<file path="src/rtl/dig_divider_sequencer_if.sv">
`default_nettype none
// ============================================================================
// Module   : dig_divider_sequencer_if
// Brief    : Control and status bundle for the divider run-control sequencer.
// Revision : 1.0 - initial release
// ============================================================================
interface dig_divider_sequencer_if #(
    parameter int BITS       = 16,
    parameter int COUNT_BITS = 8
);
    logic [BITS-1:0]       PORT_div;
    logic                  PORT_ld;
    logic [COUNT_BITS-1:0] PORT_n;
    logic                  PORT_start;
    logic                  PORT_stop;
    logic                  PORT_en;
    logic                  PORT_out;
    logic                  PORT_busy;
    logic                  PORT_done;
    logic [COUNT_BITS-1:0] PORT_cnt;

    modport master (
        output PORT_div, PORT_ld, PORT_n, PORT_start, PORT_stop,
        input  PORT_en, PORT_out, PORT_busy, PORT_done, PORT_cnt
    );

    modport slave (
        input  PORT_div, PORT_ld, PORT_n, PORT_start, PORT_stop,
        output PORT_en, PORT_out, PORT_busy, PORT_done, PORT_cnt
    );
endinterface
`default_nettype wire

</file>
<file path="src/rtl/dig_divider_sequencer.sv">
`default_nettype none
// ============================================================================
// Module   : dig_divider_sequencer
// Brief    : Start/stop sequencer for a clock divider with a shadowed divisor,
//            tick enable, square-wave output and fixed-length burst mode.
// Revision : 1.0 - initial release
// ============================================================================
module dig_divider_sequencer #(
    parameter int BITS       = 16,
    parameter int COUNT_BITS = 8
) (
    input  wire logic                PORT_C,
    input  wire logic                PORT_clr,
    dig_divider_sequencer_if.slave   bus
);
    typedef enum logic [0:0] {
        S_IDLE = 1'b0,
        S_RUN  = 1'b1
    } state_t;

    state_t                state_q,     state_d;
    logic [BITS-1:0]       counter_q,   counter_d;
    logic [BITS-1:0]       active_q,    active_d;
    logic [BITS-1:0]       pending_q,   pending_d;
    logic                  pend_flag_q, pend_flag_d;
    logic [COUNT_BITS-1:0] burst_q,     burst_d;
    logic [COUNT_BITS-1:0] cnt_q,       cnt_d;
    logic                  en_q,        en_d;
    logic                  out_q,       out_d;
    logic                  busy_q,      busy_d;
    logic                  done_q,      done_d;

    logic [COUNT_BITS-1:0] cnt_inc_w;
    assign cnt_inc_w = cnt_q + COUNT_BITS'(1);

    always_ff @(posedge PORT_C or posedge PORT_clr) begin
        if (PORT_clr) begin
            state_q     <= S_IDLE;
            counter_q   <= '0;
            active_q    <= '0;
            pending_q   <= '0;
            pend_flag_q <= 1'b0;
            burst_q     <= '0;
            cnt_q       <= '0;
            en_q        <= 1'b0;
            out_q       <= 1'b0;
            busy_q      <= 1'b0;
            done_q      <= 1'b0;
        end else begin
            state_q     <= state_d;
            counter_q   <= counter_d;
            active_q    <= active_d;
            pending_q   <= pending_d;
            pend_flag_q <= pend_flag_d;
            burst_q     <= burst_d;
            cnt_q       <= cnt_d;
            en_q        <= en_d;
            out_q       <= out_d;
            busy_q      <= busy_d;
            done_q      <= done_d;
        end
    end

    always_comb begin
        state_d     = state_q;
        counter_d   = counter_q;
        active_d    = active_q;
        pending_d   = pending_q;
        pend_flag_d = pend_flag_q;
        burst_d     = burst_q;
        cnt_d       = cnt_q;
        en_d        = 1'b0;
        out_d       = out_q;
        done_d      = 1'b0;

        case (state_q)
            S_IDLE: begin
                if (bus.PORT_ld) begin
                    active_d = bus.PORT_div;
                end
                if (bus.PORT_start && !bus.PORT_stop) begin
                    state_d   = S_RUN;
                    counter_d = '0;
                    cnt_d     = '0;
                    burst_d   = bus.PORT_n;
                end
            end

            S_RUN: begin
                if (bus.PORT_stop) begin
                    // Abort wins over a coincident tick; any shadowed divisor is dropped.
                    state_d     = S_IDLE;
                    counter_d   = '0;
                    pend_flag_d = 1'b0;
                end else if (counter_q == active_q) begin
                    counter_d = '0;
                    en_d      = 1'b1;
                    out_d     = ~out_q;
                    cnt_d     = cnt_inc_w;
                    // Divisor changes only take effect on a period boundary.
                    if (bus.PORT_ld) begin
                        active_d    = bus.PORT_div;
                        pend_flag_d = 1'b0;
                    end else if (pend_flag_q) begin
                        active_d    = pending_q;
                        pend_flag_d = 1'b0;
                    end
                    if ((burst_q != '0) && (cnt_inc_w == burst_q)) begin
                        done_d      = 1'b1;
                        state_d     = S_IDLE;
                        pend_flag_d = 1'b0;
                    end
                end else begin
                    counter_d = counter_q + BITS'(1);
                    if (bus.PORT_ld) begin
                        pending_d   = bus.PORT_div;
                        pend_flag_d = 1'b1;
                    end
                end
            end

            default: begin
                state_d = S_IDLE;
            end
        endcase

        busy_d = (state_d == S_RUN);
    end

    assign bus.PORT_en   = en_q;
    assign bus.PORT_out  = out_q;
    assign bus.PORT_busy = busy_q;
    assign bus.PORT_done = done_q;
    assign bus.PORT_cnt  = cnt_q;
endmodule
`default_nettype wire
</file>
<file path="src/flat_wrapper.sv">
// flat-port wrapper written by rule: the top's interface ports become plain ports
module dig_divider_sequencer_flat 
#(
    parameter int BITS       = 16,
    parameter int COUNT_BITS = 8
)
  (PORT_C, PORT_clr, bus_PORT_div, bus_PORT_ld, bus_PORT_n, bus_PORT_start, bus_PORT_stop, bus_PORT_en, bus_PORT_out, bus_PORT_busy, bus_PORT_done, bus_PORT_cnt);
  dig_divider_sequencer_if #(.BITS(BITS), .COUNT_BITS(COUNT_BITS)) bus_i ();
  input  wire logic PORT_C;
  input  wire logic PORT_clr;
  input wire logic [$bits(bus_i.PORT_div)-1:0] bus_PORT_div;
  input wire logic [$bits(bus_i.PORT_ld)-1:0] bus_PORT_ld;
  input wire logic [$bits(bus_i.PORT_n)-1:0] bus_PORT_n;
  input wire logic [$bits(bus_i.PORT_start)-1:0] bus_PORT_start;
  input wire logic [$bits(bus_i.PORT_stop)-1:0] bus_PORT_stop;
  output wire logic [$bits(bus_i.PORT_en)-1:0] bus_PORT_en;
  output wire logic [$bits(bus_i.PORT_out)-1:0] bus_PORT_out;
  output wire logic [$bits(bus_i.PORT_busy)-1:0] bus_PORT_busy;
  output wire logic [$bits(bus_i.PORT_done)-1:0] bus_PORT_done;
  output wire logic [$bits(bus_i.PORT_cnt)-1:0] bus_PORT_cnt;
  assign bus_i.PORT_div = bus_PORT_div;
  assign bus_i.PORT_ld = bus_PORT_ld;
  assign bus_i.PORT_n = bus_PORT_n;
  assign bus_i.PORT_start = bus_PORT_start;
  assign bus_i.PORT_stop = bus_PORT_stop;
  assign bus_PORT_en = bus_i.PORT_en;
  assign bus_PORT_out = bus_i.PORT_out;
  assign bus_PORT_busy = bus_i.PORT_busy;
  assign bus_PORT_done = bus_i.PORT_done;
  assign bus_PORT_cnt = bus_i.PORT_cnt;
  dig_divider_sequencer #(.BITS(BITS), .COUNT_BITS(COUNT_BITS)) u_core (.PORT_C(PORT_C), .PORT_clr(PORT_clr), .bus(bus_i));
endmodule
</file>
<file path="config.mk">
export PLATFORM = sky130hd
export DESIGN_NAME = dig_divider_sequencer_flat
export DESIGN_NICKNAME = d
export VERILOG_FILES = /design/src/rtl/dig_divider_sequencer_if.sv /design/src/rtl/dig_divider_sequencer.sv /design/src/flat_wrapper.sv
export SDC_FILE = /design/constraint.sdc
export NUM_CORES = 1
export LEC_CHECK = 0
export CAP_MARGIN = 20
export CORE_ASPECT_RATIO = 0.7
export CORE_UTILIZATION = 63
export CTS_BUF_LIST = sky130_fd_sc_hd__clkbuf_8
export DETAILED_ROUTE_END_ITERATION = 8
export GPL_ROUTABILITY_DRIVEN = 0
export MAX_ROUTING_LAYER = met4
export PLACE_DENSITY = 0.89
export SYNTH_ARGS = -nofsm -noshare
export SYNTH_HDL_FRONTEND = slang
export SYNTH_SLANG_ARGS = --single-unit
</file>
<file path="constraint.sdc">
create_clock -name PORT_C -period 5.17 [get_ports PORT_C]
set_clock_uncertainty 0.1 [all_clocks]
set_input_delay 0.7755 -clock PORT_C [delete_from_list [all_inputs] [get_ports PORT_C]]
set_output_delay 0.7755 -clock PORT_C [all_outputs]
set_load 0.03 [all_outputs]
</file>
==> impl_metrics.tcl, run 1 <==
set metrics [dict create \
    synth_edf_count 0 \
    synthAdderAreaFrac_pct 0.702 \
    netlist_instances 317 \
    dp.cells 416 \
    synth-seq-area-share_pct 48.4 \
    syn-mean-instance-area_um2 11.2 \
    fin_total_pwr_mw 1.37 \
    fmax_mhz 329 \
    rsz0062_at_grt "no" \
    port_buffers 40 \
    status "complete, no violations" \
    drive_above_1_share_pct 22.8 \
    seq_area_um2 1730 \
    synth_warnings 0 \
    layout_common_cells "69 x dfrtp_1, 56 x mux2_2, 40 x clkdlybuf4s50_1" \
    synth_ff_type "dfrtp_1" \
    synth.distinct_cells 50 \
    crit_arrival_ps 3180 \
    powerDensity_nw_per_um2 327 \
    yosys.area.top_type "dfrtp_1" \
    worst_pin_slew_ps 895 \
    synth_nets 348 \
    cts_resized 0 \
    post_cts_buffers 0 \
    grt_pass1_wl_um 12600 \
    startpoint_type "flip-flop" \
    synthXorXnorAreaFrac_pct 7.13 \
    n_antenna_cell 0 \
    numClockSinks 69 \
    end_kind "flip-flop" \
    nFillCells 336 \
    final_util_pct 78.5 \
    drc_errors 0 \
    cts_buffers 9 \
    synth_top_family_by_area "multiplexers" \
    clkTransAtPathRegs_ps 80 \
    synthSimpleGateAreaFrac_pct 14.8 \
    htree_levels 3 \
    die_width_um 91.9 \
    multi_input_area_um2 1730 \
    path_class "flip-flop to flip-flop" \
    synth.area.mux_share_pct 17.7 \
    slew_headroom_pct 40.1 \
    die_h_um 64.9 \
    finalSetupViolCount 0 \
    synth_seq_cells 69 \
    routed_wl_um 7640 \
    syn2layout_area_growth_pct 17.6 \
    cts_tree "yes" \
    path_max_fanout 16 \
    syn-cell-area_um2 3560 \
    wl_per_cell_um 17.7 \
    period_share_pct 58.8 \
    antenna_found_initial 0 \
    whs_ps 379 \
    instances_no_fill 432 \
    fin_nets 386 \
    cts_hold_buf 0 \
    postRouteAntennaNets 0 \
    first_global_vias 2555 \
    die_area_um2 5970 \
    cap_violations 0 \
    num_io_pins 41 \
    p_leak_nw 1.80 \
    insertion_delay_ps 350 \
    min_path_cells 1 \
    drt_iter0_markers 230 \
    placementRows 22 \
    via_count 2656 \
    synthArstFlopShare_pct 100 \
    grt_max_degree 39 \
    root_buffer "clkbuf_8" \
    routed_via_density 6.15 \
    dp_hpwl_um 5310 \
    start_util_pct 66.8 \
    fin_crit_ps 3040 \
    dr.pass1.iters 6 \
    drv_slew 0 \
    finalHoldViolations 0 \
    grt_overflow_total 0 \
    netlist_top_cells_area "dfrtp_1 48%, mux2_2 18%, xor2_1 5.7%, o21ai_0 2.9%, nand2_1 2.5%" \
    setup_tns_ps 0 \
    synth_compound_area_share_pct 8.11 \
    clock_path_buffers 2 \
    worstHoldPathType "flip-flop to flip-flop" \
    final_common_cell "dfrtp_1" \
    reg2reg_depth 6 \
    synth_top_area_share_pct 48.4 \
    cp_data_required_time_ps 5310 \
    ir_drop_mv 0.277 \
    grt_usage_pct 29.6 \
    core_region_area_um2 5340 \
]
path summary, 6_finish.rpt:
kind / endpoint / slack, ps / startpoint
max: u_core.active_q[10] / 2130 / u_core.counter_q[7]
min: u_core.bus.PORT_out / 380 / u_core.bus.PORT_out
max reg2reg: u_core.active_q[10] / 2130 / u_core.counter_q[7]
min reg2reg: u_core.bus.PORT_out / 380 / u_core.bus.PORT_out
max in group asynchronous: u_core.pending_q[14] / 3310 / PORT_clr
min in group asynchronous: u_core.counter_q[7] / 730 / PORT_clr
stage by stage:
stage / worst slack (ps) / instance area [µm²]
4_1_cts: 2200 / 4190
2_1_floorplan: 2550 / 3560
3_3_place_gp: 2320 / 3970
5_1_grt: 2030 / 4190
3_5_place_dp: 2180 / 3970
6_report: 2130 / 4190
synthesized netlist by cell type (5+ instances only):
master	instances
o21ai_0	21
a31oi_1	5
xnor2_1	6
xor2_1	23
a21oi_1	7
nand2_1	24
nand3_1	6
and3_1	5
nor2_1	14
nor4_1	5
clkbuf_1	5
mux2_2	56
nor3_1	10
dfrtp_1	69
nand4_1	5
cell families (layout without fill, tap and decap cells):
kind of cell / Yosys count / count (layout)
multiplexers: 56 / 56
AND/OR/NAND/NOR: 96 / 96
buffers and inverters: 18 / 61
flip-flops: 69 / 69
XOR/XNOR: 29 / 29
AO/OA/AOI/OAI: 47 / 47
adder cells (fa/ha/maj): 2 / 2
state kept, by name, indices dropped and copies added, names as in the netlist:
name,flops
u_core.burst_q,8
u_core.state_q,1
u_core.bus.PORT_en,1
u_core.pending_q,16
u_core.bus.PORT_done,1
u_core.counter_q,16
u_core.bus.PORT_out,1
u_core.bus.PORT_cnt,8
u_core.pend_flag_q,1
u_core.active_q,16
critical path: stages (launching register included):
cell and delay [ps]:
dfrtp_1 440, xor2_1 190, nor4_1 510, nand4_1 400, o21ai_0 270, and2b_1 590
mux2_2 410
layout make-up:
cell class,count,area share (%)
clock buffer,10,3.28
clock inverter,6,2.06
inverter,4,0.358
multi-input combinational,230,41.2
sequential,69,41.2
tap,72,2.15
timing repair buffer,41,9.73
power by group:
| part | switching, mW | internal [mW] | total [mW] |
|---|---|---|---|
| registers | 0.0601 | 0.613 | 0.673 |
| logic | 0.0869 | 0.119 | 0.206 |
| clock network | 0.209 | 0.284 | 0.493 |
metal layers:
metal	part of all wire, %	wire length [µm]	global-route usage (%)	up-vias
met4	1.8	139	9.96	0
li1	-	-	-	1213
met3	7.4	566	7.98	18
met5	0	0	-	-
met2	45	3460	42.9	120
met1	45	3470	40.7	1305
(Power assumes the default switching activity.)
==> inputs of run 2 (changes only) <==
- CORE_UTILIZATION: 63 -> 52
- PLACE_DENSITY: 0.89 -> 0.79
- clock period: 5.17 -> 2.7 ns (I/O delays scaled with it)
==> run 2 against run 1 <==
Compared with the run above: global-route usage down 4.8 points; highest routed layer unchanged; critical endpoint is now u_core.active_q[2]; die area is 21% higher; clock-buffer cell count unchanged; sequential power up 92%; register-to-register slack got worse by 2000 ps; critical path type unchanged; sequential share of layout area fell by 1.0 points; largest cell class unchanged; critical path depth increased by 1.
==> impl_metrics.tcl, run 2 (synthesis gave the netlist of run 1 again) <==
set metrics [dict create \
    status "complete, no violations" \
    numClockSinks 69 \
    period_share_pct 94.4 \
    drv_slew 0 \
    die_h_um 71.3 \
    core_region_area_um2 6430 \
    powerDensity_nw_per_um2 627 \
    via_count 2605 \
    cts_buffers 9 \
    startpoint_type "flip-flop" \
    p_leak_nw 1.85 \
    wl_per_cell_um 16.4 \
    n_antenna_cell 0 \
    grt_usage_pct 24.9 \
    first_global_vias 2596 \
    pwr-share-clk_pct 37.4 \
    cts_tree "yes" \
    placementRows 24 \
    die_width_um 101 \
    clock_path_buffers 2 \
    root_buffer "clkbuf_8" \
    grt_overflow_total 0 \
    routed_wl_um 7530 \
    slew_headroom_pct 59.3 \
    crit_arrival_ps 2670 \
    dr.pass1.iters 5 \
    cp_data_required_time_ps 2830 \
    crit_chain "xor2_1, nor4_1, nand4_1, o21ai_0, and2b_1, buf_4, mux2_2" \
    end_kind "flip-flop" \
    syn2layout_area_growth_pct 20.6 \
    fin_nets 393 \
    dp.cells 442 \
    routed_via_density 5.69 \
    grt_pass1_wl_um 13000 \
    finalHoldViolations 0 \
    drt_iter0_markers 163 \
    fmax_mhz 393 \
    nFillCells 499 \
    power.switching_mw 0.655 \
    drc_errors 0 \
    cts_resized 0 \
    finalSetupViolCount 0 \
    drive_above_1_share_pct 24.0 \
    worst_pin_slew_ps 609 \
    antenna_found_initial 0 \
    cap_violations 0 \
    swShare_pct 24.3 \
    internal-power_mw 2.04 \
    dp_hpwl_um 5320 \
    postRouteAntennaNets 0 \
    ir_drop_mv 0.433 \
    top_regs "u_core.active_q (16), u_core.counter_q (16), u_core.pending_q (16)" \
    instances_no_fill 458 \
    worstHoldPathType "input port to asynchronous set/reset pin" \
    combinationalPowerShare_pct 14.8 \
    rsz0062_at_grt "no" \
    seqPwrFrac_pct 47.8 \
    path_class "flip-flop to flip-flop" \
    final_common_cell "dfrtp_1" \
    htree_levels 3 \
    fin_crit_ps 2550 \
    clkTransAtPathRegs_ps 80 \
    cpMaxStageDelayCell "dfrtp_1" \
    port_buffers 40 \
    setup_tns_ps 0 \
    num_io_pins 41 \
    die_area_um2 7200 \
    path_max_fanout 16 \
    cts_hold_buf 0 \
    start_util_pct 55.5 \
    layout_common_cells "69 x dfrtp_1, 56 x mux2_2, 40 x clkdlybuf4s50_1" \
    post_cts_buffers 0 \
    insertion_delay_ps 350 \
    fin_total_pwr_mw 2.70 \
    cpPeakStageDelay_ps 440 \
    grt_max_degree 70 \
]
## run 2: cell count changes in the layout (fill, tap and decap cells not counted)
| cell | change |
|---|---|
| and4_1 | -1 |
| buf_4 | +6 |
| clkinvlp_4 | -1 |
| buf_12 | +1 |
| clkinv_2 | -1 |
| and4_2 | +1 |
| clkinv_4 | -1 |
| inv_1 | +2 |
| bufinv_16 | +1 |
## run 2: layout make-up
cell class | count | area (µm²) | share of cell area [%]
Sequential cell | 69 | 1730 | 40.2
Timing Repair Buffer | 48 | 473 | 11.0
Clock buffer | 10 | 138 | 3.20
Tap cell | 91 | 114 | 2.65
Inverter | 4 | 15.0 | 0.349
Multi-Input combinational cell | 230 | 1730 | 40.2
Clock inverter | 6 | 103 | 2.39
## run 2: worst paths after layout
check / end / slack, ps / depth (start not counted) / startpoint
min: u_core.bus.PORT_cnt[1] / 320 / 3 / PORT_clr
max reg2reg: u_core.active_q[2] / 150 / 7 / u_core.counter_q[13]
min reg2reg: u_core.pending_q[3] / 400 / 1 / u_core.pending_q[3]
max in group asynchronous: u_core.counter_q[4] / 1850 / 3 / PORT_clr
max: u_core.active_q[2] / 150 / 7 / u_core.counter_q[13]
min in group PORT_C: u_core.pending_q[3] / 400 / 1 / u_core.pending_q[3]
## run 2: worst max-delay path: cells and delay by family (launching register included)
family	cells	cell delay, ps
compound gates	1	210
xor+xnor	1	200
buf+inv	1	240
flops	1	440
mux	1	370
simple gates	3	850
## run 2: through the flow
stage | area [µm²] | hold WS (ps) | utilization [%] | setup WS, ps
after floorplan | 3560 | 363 | - | 436
after global placement | 4060 | 365 | 63.1 | 250
after detailed placement | 4060 | 375 | 63.1 | 142
after CTS | 4300 | 349 | 66.9 | 136
after global routing | 4300 | 401 | 66.9 | 27.0
final | 4300 | 325 | 66.9 | 152
## run 2: routing by layer
layer | track usage (%) | share of wire [%] | vias to the layer above
met5 | - | 0 | -
li1 | - | - | 1232
met1 | 34.7 | 48 | 1286
met3 | 7.61 | 6.3 | 14
met2 | 34.7 | 44 | 73
met4 | 8.05 | 1.4 | 0
## run 2: power groups by stage
| stage | Clock (mW) | Sequential, mW | Combinational (mW) |
|---|---|---|---|
| 2_1_floorplan | 0 | 1.27 | 0.300 |
| 3_3_place_gp | 0 | 1.30 | 0.386 |
| 3_5_place_dp | 0 | 1.31 | 0.401 |
| 4_1_cts | 1.03 | 1.29 | 0.403 |
| 5_1_grt | 1.07 | 1.31 | 0.442 |
| 6_report | 1.01 | 1.29 | 0.399 |
==> inputs of run 3 (changes only) <==
- ABC_AREA: default -> 0
- RECOVER_POWER: default -> 25
- SLEW_MARGIN: default -> 25
==> run 3 against run 2 <==
Compared with the run above: the run now ends with capacitance limit, slew limit left; sequential power is essentially flat; sequential cell count did not move; first-iteration DRC count stayed put; critical path depth unchanged; die area unchanged; worst hold slack improved by 78 ps; global-route usage unchanged; clock power about the same; critical endpoint unchanged; largest power group unchanged.
==> impl_metrics.tcl, run 3 (synthesis gave the netlist of run 1 again) <==
set metrics [dict create \
    reg2reg_depth 7 \
    drive_above_1_share_pct 23.7 \
    grt_overflow_total 0 \
    via_count 2604 \
    ir_drop_mv 0.433 \
    first_global_vias 2596 \
    root_buffer "clkbuf_8" \
    antenna_found_initial 0 \
    wl_per_cell_um 16.4 \
    combinationalPowerShare_pct 14.7 \
    internal-power_mw 2.04 \
    r2r_slack_ps 150 \
    drt_iter0_markers 163 \
    grt_pass1_wl_um 13000 \
    period_share_pct 94.4 \
    finalSetupViolCount 0 \
    seqPwrFrac_pct 47.8 \
    power.switching_mw 0.654 \
    cts_hold_buf 0 \
    crit_arrival_ps 2670 \
    path_max_fanout 16 \
    die_h_um 71.3 \
    port_buffers 40 \
    clkTransAtPathRegs_ps 70 \
    regToRegEndpoint "u_core.active_q[2]" \
    dp_hpwl_um 5320 \
    final_util_pct 66.6 \
    worst_pin_slew_ps 1680 \
    grt_max_degree 70 \
    pwr-share-clk_pct 37.5 \
    setup_tns_ps 0 \
    swShare_pct 24.3 \
    fin_crit_ps 2550 \
    final_common_cell "dfrtp_1" \
    die_width_um 101 \
    cts_buffers 9 \
    drc_errors 0 \
    powerDensity_nw_per_um2 629 \
    die_area_um2 7200 \
    core_region_area_um2 6430 \
    timing.rr.start "u_core.counter_q[13]" \
    violations "capacitance limit, slew limit" \
    start_util_pct 55.5 \
    slew_headroom_pct -12.3 \
    fmax_mhz 393 \
    postRouteAntennaNets 0 \
    cts_tree "yes" \
    min_path_cells 1 \
    num_io_pins 41 \
    path_class "flip-flop to flip-flop" \
    status "finished with violations" \
    htree_levels 3 \
    dr.pass1.iters 4 \
    rsz0062_at_grt "no" \
    routed_via_density 5.69 \
    fin_nets 393 \
    numClockSinks 69 \
    placementRows 24 \
    routed_wl_um 7530 \
    cap_violations 1 \
    cp_data_required_time_ps 2830 \
    drv_slew 70 \
    startpoint_type "flip-flop" \
    layout_common_cells "69 x dfrtp_1, 56 x mux2_2, 39 x clkdlybuf4s50_1" \
    holdPathEnd "u_core.pending_q[3]" \
    finalHoldViolations 0 \
    grt_usage_pct 24.9 \
    cts_resized 0 \
    n_antenna_cell 0 \
    end_kind "flip-flop" \
    worstHoldPathType "flip-flop to flip-flop" \
    syn2layout_area_growth_pct 20.1 \
    clock_path_buffers 2 \
    top_regs "u_core.active_q (16), u_core.counter_q (16), u_core.pending_q (16)" \
    post_cts_buffers 0 \
    p_leak_nw 1.84 \
    hp-start "u_core.pending_q[3]" \
    insertion_delay_ps 350 \
]
==> run 3: changes by cell type in the layout (fill, tap and decap cells not counted), sizes merged <==
cell and delta:
clkbuf +1, buf -1, clkinv +1, dlygate4sd3 +1, inv -1, clkdlybuf4s50 -1
==> run 3: worst max path at each step <==
stage,end,start,slack [ps]
floorplan,u_core.active_q[0],u_core.counter_q[11],440
global placement,u_core.pending_q[5],u_core.counter_q[13],250
detailed placement,u_core.pending_q[12],u_core.counter_q[11],140
CTS,u_core.pending_q[12],u_core.counter_q[13],140
global route,u_core.pending_q[12],u_core.counter_q[13],30
finish,u_core.active_q[2],u_core.counter_q[13],150
==> run 3: power groups by stage <==
stage	Combinational (mW)	Clock (mW)	Sequential (mW)
final	0.396	1.01	1.29
after global routing	0.438	1.07	1.31
after CTS	0.403	1.03	1.29
after detailed placement	0.401	0	1.31
after global placement	0.386	0	1.30
after floorplan	0.300	0	1.27
==> run 3: layout make-up <==
class / count / area, µm²
Clock buffer: 10 / 138
Clock inverter: 6 / 103
Fill cell: 501 / 2140
Inverter: 4 / 15.0
Multi-Input combinational cell: 230 / 1730
Sequential cell: 69 / 1730
Tap cell: 91 / 114
Timing Repair Buffer: 48 / 458
==> run 3: metal layers <==
| layer | GRT usage [%] | wire length, µm | vias up | part of all wire (%) |
|---|---|---|---|---|
| met2 | 34.7 | 3320 | 73 | 44 |
| met5 | - | 0 | - | 0 |
| met3 | 7.61 | 473 | 14 | 6.3 |
| met1 | 34.7 | 3640 | 1285 | 48 |
| met4 | 8.05 | 104 | 0 | 1.4 |
| li1 | - | - | 1232 | - |
==> run 3: worst max-delay path, cell delays in order, from the launching register on <==
cell and delay, ps:
dfrtp_1 440, xor2_1 200, nor4_1 440, nand4_1 270, o21ai_0 210, and2b_1 140, buf_4 240, mux2_2 370
==> run 3: metrics by stage <==
step | instance area, µm² | std cells | total power [mW] | setup WS [ps] | hold WS, ps
2_1_floorplan | 3560 | 317 | 1.57 | 436 | 363
3_3_place_gp | 4060 | 442 | 1.68 | 250 | 365
3_5_place_dp | 4060 | 442 | 1.71 | 142 | 375
4_1_cts | 4300 | 458 | 2.72 | 136 | 349
6_report | 4280 | 458 | 2.69 | 152 | 403
5_1_grt | 4280 | 458 | 2.82 | 27.0 | 421
